<file path="config.mk">
export PLATFORM = sky130hd
export DESIGN_NAME = parallel_multiplier
export DESIGN_NICKNAME = d
export VERILOG_FILES = /design/src/rtl/parallel_multiplier.sv
export SDC_FILE = /design/constraint.sdc
export NUM_CORES = 1
export LEC_CHECK = 0
export CORE_MARGIN = 2
export CORE_UTILIZATION = 53
export DETAILED_ROUTE_END_ITERATION = 8
export GPL_TIMING_DRIVEN = 0
export PLACE_DENSITY = 0.81
export SLEW_MARGIN = 15
export SYNTH_ARGS = -nofsm -noshare
export SYNTH_HDL_FRONTEND = slang
export SYNTH_SLANG_ARGS = --single-unit
</file>
<file path="constraint.sdc">
create_clock -name clk -period 0.8 [get_ports clk]
set_input_delay 0.12 -clock clk [delete_from_list [all_inputs] [get_ports clk]]
set_output_delay 0.12 -clock clk [all_outputs]
set_load 0.05 [all_outputs]
</file>
<file path="src/rtl/parallel_multiplier.sv">
// Unsigned WIDTH x WIDTH array multiplier (AND-gated partial products, ripple-carry rows) with one output register.
// Latency 1 cycle, accepts new operands every cycle; no handshake, never stalls.
module parallel_multiplier #(
  parameter int WIDTH = 8
) (
  input  logic               clk,
  input  logic               rst_n,
  input  logic [WIDTH-1:0]   A,
  input  logic [WIDTH-1:0]   B,
  output logic [2*WIDTH-1:0] f
);

  logic [2*WIDTH-1:0] f_d;
  logic [2*WIDTH-1:0] f_q;

  // Row k's running sum is WIDTH+1 bits; its MSB is that row's carry-out.
  for (genvar k = 0; k < WIDTH; k++) begin : g_row
    logic [WIDTH:0] sum;

    if (k == 0) begin : g_pass
      assign sum = {1'b0, A & {WIDTH{B[0]}}};
    end else begin : g_rca
      for (genvar i = 0; i < WIDTH; i++) begin : g_bit
        logic pp;
        logic addend;
        logic ci;
        logic co;

        assign pp     = A[i] & B[k];
        assign addend = g_row[k-1].sum[i+1];
        if (i == 0) begin : g_ha
          assign ci = 1'b0;
        end else begin : g_fa
          assign ci = g_bit[i-1].co;
        end
        assign sum[i] = pp ^ addend ^ ci;
        assign co     = (pp & addend) | (ci & (pp ^ addend));
      end
      assign sum[WIDTH] = g_bit[WIDTH-1].co;
    end

    if (k < WIDTH - 1) begin : g_lsb
      assign f_d[k] = sum[0];
    end else begin : g_top
      assign f_d[2*WIDTH-1:WIDTH-1] = sum;
    end
  end

  always_ff @(posedge clk or negedge rst_n) begin
    if (!rst_n) begin
      f_q <= '0;
    end else begin
      f_q <= f_d;
    end
  end

  assign f = f_q;

endmodule

</file>
# == Yosys cells after proc, flatten, opt, wreduce, memory -nomap -nowiden ==
# Index checks and enable logic that the tools add are counted.
# totals
ff_bits,16
output_inout_bits,16
elab_cells,314
# classes
bitwise_logic,313
# op_table
cell,n
$and 1x1->1,160
$xor 1x1->1,104
$or 1x1->1,48
$and 8x8->8,1

# == Longest topological paths before layout ==
# logic_depth
ltp_word,40
depth_mapped,35

# == Worst setup path after synthesis ==
# OpenSTA, ideal clock, no wires.
# synth_timing
kind,input to register
startpoint,input A[1]
endpoint,"register f_q[14], in the netlist f[14]"
setup_time_ns,0.135
t_arrival_ns,8.741
t_required_ns,0.665
setup_slack_ns,-8.077
cell_stages,23
cell_sequence,and2_1 ha_1 inv_1 fa_1 fa_1 fa_1 fa_1 fa_1 fa_1 fa_1 fa_1 fa_1 fa_1 fa_1 fa_1 fa_1 fa_1 fa_1 fa_1 fa_1 fa_1 inv_1 fa_1
# synth_between
elab_chain_cells,39
elab_cells_between_ends,238
cone_classes,bitwise (238)
# synth_rtl
element,line_no,text
"start, declared",8,"input logic [WIDTH-1:0] A,"
$and 8x8->8 / $and 1x1->1 (equally long branches),"21, 29",
$and 1x1->1 / $xor 1x1->1 (equally long branches),"37, 36",
$and 1x1->1,37,assign co = (pp & addend) | (ci & (pp ^ addend));
$or 1x1->1,37,
$and 1x1->1 / $xor 1x1->1 (equally long branches),"37, 36",
$or 1x1->1 / $xor 1x1->1 (equally long branches),"37, 36",
$and 1x1->1 / $xor 1x1->1 (equally long branches),"37, 36",
$or 1x1->1 / $xor 1x1->1 (equally long branches),"37, 36",
[24 not listed],-,
$and 1x1->1 / $xor 1x1->1 (equally long branches),"37, 36",
$or 1x1->1 / $xor 1x1->1 (equally long branches),37,
$and 1x1->1 / $xor 1x1->1 (equally long branches),"37, 36",
$or 1x1->1 / $xor 1x1->1 (equally long branches),37,
$and 1x1->1,37,
$or 1x1->1,37,
$xor 1x1->1 *,36,assign sum[i] = pp ^ addend ^ ci;
via f_d[14],13,logic [2*WIDTH-1:0] f_d;
"end signal, assigned",51,f_q <= '0;
"end signal, assigned",53,f_q <= f_d;
"end, declared",14,logic [2*WIDTH-1:0] f_q;
# Mark *: on every way through the listed nets, which the timed path passes. The rest lies on a longest branch.

# == Final worst setup path ==
# layout_timing
startpoint,input B[0]
endpoint,"register f_q[14], in the netlist f[14]"
# layout_between
elab_chain_cells,39
elab_cells_between_ends,241
cone_classes,bitwise (241)
# layout_rtl
element,line_no,text
"start, declared",9,"input logic [WIDTH-1:0] B,"
$and 8x8->8 *,21,"assign sum = {1'b0, A & {WIDTH{B[0]}}};"
$and 1x1->1 / $xor 1x1->1 (equally long branches),"37, 36",
$and 1x1->1,37,
$or 1x1->1,37,
$and 1x1->1 / $xor 1x1->1 (equally long branches),"37, 36",
$or 1x1->1 / $xor 1x1->1 (equally long branches),"37, 36",
$and 1x1->1 / $xor 1x1->1 (equally long branches),"37, 36",
$or 1x1->1 / $xor 1x1->1 (equally long branches),"37, 36",
[24 not listed],-,
$and 1x1->1 / $xor 1x1->1 (equally long branches),"37, 36",
$or 1x1->1 / $xor 1x1->1 (equally long branches),37,
$and 1x1->1 / $xor 1x1->1 (equally long branches),"37, 36",
$or 1x1->1 / $xor 1x1->1 (equally long branches),37,
$and 1x1->1,37,
$or 1x1->1,37,
$xor 1x1->1 *,36,
via f_d[14],13,
# Marks and branches as above.

==> impl_results.md <==
* Detailed placement HPWL at 2740 um
* Row cnt at 21
* Status: finished with violations
* Die Y at 63.4 um
* Worst setup path category: in -> reg
* Die area at 0.00401 mm2
* Die width at 63.4 um
* Layout net count at 276
* DRT Wirelength at 3130 um
* Crit path largest cell delay at 550 ps
* Setup_tns at -68400 ps
* DR iter-0 viols at 44
* Port bufs at 28
* Routed vias at 1200
* # fillers at 243
* Max reg flops at 16
* Remaining Overflow, GRT at 0
* Min Tclk post-route at 8090 ps
* Syn avg cell area at 11.2 um2
* Cells along the critical path: buf_12 -> and2_4 -> ha_4 -> inv_2 -> fa_2 -> fa_2 -> fa_2 -> fa_2 -> fa_2 -> fa_2 -> fa_2 -> fa_2 -> fa_2 -> fa_2 -> fa_2 -> fa_2 -> fa_2 -> fa_2 -> fa_2 -> fa_2 -> fa_2 -> fa_2 -> inv_2 -> fa_1
* Layout area overhead at 34.4%
* Sequential area share after synthesis at 21.4%
* Fmax at 0.124 GHz
* Failing checks: negative hold slack, negative setup slack
* RSZ-0062 raised after global routing: true
* Top cell type's share of synthesized area at 51.5%
* Post-DP Area at 0.00232 mm2
* CP startpoint: B[0]
* CP arrival at 8260 ps
* Gpl congestion at 0.732
* FF+latch count, synth at 16
* Max transition margin at 53.5%
* CTS hold repair buffers at 0
* DRT Pass-1 Iters at 4
* CTS Root Cell: clkbuf_4
* Total track usage at 18.5%
* H-tree depth at 1
* Vias in the first global route at 1321
* Antenna Nets Post-Route at 0
* Worst hold slack at -155 ps
* Crit-path slowest cell: fa_2
* Most used cell along the critical path: fa_2
* Worst setup EP type: flip-flop
* Placed cell count at 241
* Sequential power share at 15.0%
* Pin count of the biggest net entering global routing at 17
* Clock network fraction of total power at 5.8%
* Mapped Cells at 167
* IO Count at 34
* Yosys warns at 0
* Final setup fails at 30
* Starting density of the core at 55.5%
* # DRC at 0
* Synthesized net count at 241
* Number of antenna violations at the first check in global routing at 0
* Routed len/inst at 12.7 um
* Layout cells sized above 1 at 48.8%
* Commonest non-fill, non-tap cell in the layout: nand2_1
* Comb pwr share at 79.1%
* Max clock buf depth at 2
* Cts bufs inserted at 3
* Tcrit/Tclk final at 1010%
* Core area at 0.00336 mm2
* CTS tree: done
* Largest cells by area after synthesis: fa_1, dfrtp_1, nand2_1
* Pwr/cell area at 3740 mW/mm2
* Non-Filler Instances at 247
* Int Power at 4.92 mW
* ANT cells at 0
* Maxcap violations at 0
* Reg clk slew, reported paths at 100 ps
* Unique masters post-synth at 7
* First-pass GRT wire length at 5700 um
* Final worst slack at -7290 ps
* Final hold violation count at 16
* Synthesized area at 0.00187 mm2
* Switching Fraction at 47.5%
* Min-delay worst type: in -> async
* Vias per cell at 4.86
* Slew Viols, Final at 0
* Commonest non-fill, non-tap cells in the layout: nand2_1, fa_2, inv_2
* # clock sinks at 16
* Switching power at 4.45 mW
* Critical path launch point type: primary input
* Area leader, netlist: fa_1
* CP Max Fanout at 2
* CP Data Required Time at 970 ps
* Leakage at 1.01 nW
* VDD IR-drop max at 2520 uV
* Fin area at 0.00251 mm2
* Worst Tran Pin Value at 696 ps
==> Yosys cell counts <==
cell,n
fa_1,48
nand2_1,47
inv_1,26
and2_1,17
dfrtp_1,16
ha_1,8
buf_2,5
==> worst max-delay path by stage <==
stage                                  to  slack (ps)  depth (start not counted)
after floorplan           f[14]$_DFF_PN0_       -7440                         23
after global placement    f[14]$_DFF_PN0_       -8210                         24
after detailed placement  f[14]$_DFF_PN0_       -8370                         24
after CTS                 f[14]$_DFF_PN0_       -7330                         24
after global routing      f[14]$_DFF_PN0_       -7460                         24
final                     f[14]$_DFF_PN0_       -7290                         24
==> cell families after synthesis <==
group | share of synthesized area (%)
buffers and inverters | 6.57
and+or+nand+nor | 15.1
adders and majority gates | 56.8
DFF | 21.4
==> power by group through the flow <==
stage	sequential, mW	clock, mW	combinational, mW
2_1_floorplan	2.57	0	4.16
3_3_place_gp	1.35	0	6.74
5_1_grt	1.43	0.607	8.53
6_report	1.41	0.547	7.42
3_5_place_dp	1.36	0	7.05
4_1_cts	1.41	0.566	7.63
==> timing repair <==
action,in CTS,in global routing
resized for setup,153,4
buffers inserted,2,0
cloned,0,0
setup endpoints to repair,31,46
pin swaps,41,2
endpoints found under the hold margin,0,16
==> final cells by class <==
class	instances	area (um2)	share of cell area, %
plain buffers	5	25.0	0.998
clock buffers	4	36.3	1.45
inverters	26	97.6	3.89
multi-input cells	120	1540	61.3
flip-flops and latches	16	400	16.0
well taps	46	57.6	2.29
repair buffers	30	353	14.1
==> critical path, delay by kind of cell <==
family	cells	cell delay [ps]
adders and majority gates	20	7820
buffers and inverters	3	170
and+or+nand+nor	1	150
==> layer usage <==
layer / global-route usage, % / vias up / wire length, um
li1: - / 549 / -
met1: 21.5 / 623 / 1230
met2: 35.0 / 23 / 1760
met3: 2.14 / 5 / 91
met4: 6.52 / 0 / 52
met5: 0 / - / 0
==> per-stage QoR <==
stage	power, mW	worst slack (ps)	hold slack, ps	utilization, %
3_3_place_gp	8.09	-8210	568	69.0
5_1_grt	10.6	-7460	-98.9	74.6
2_1_floorplan	6.73	-7440	-176	-
4_1_cts	9.60	-7330	56.9	74.2
6_report	9.37	-7290	-155	74.6
3_5_place_dp	8.41	-8370	582	69.0
(Power assumes the default switching activity.)
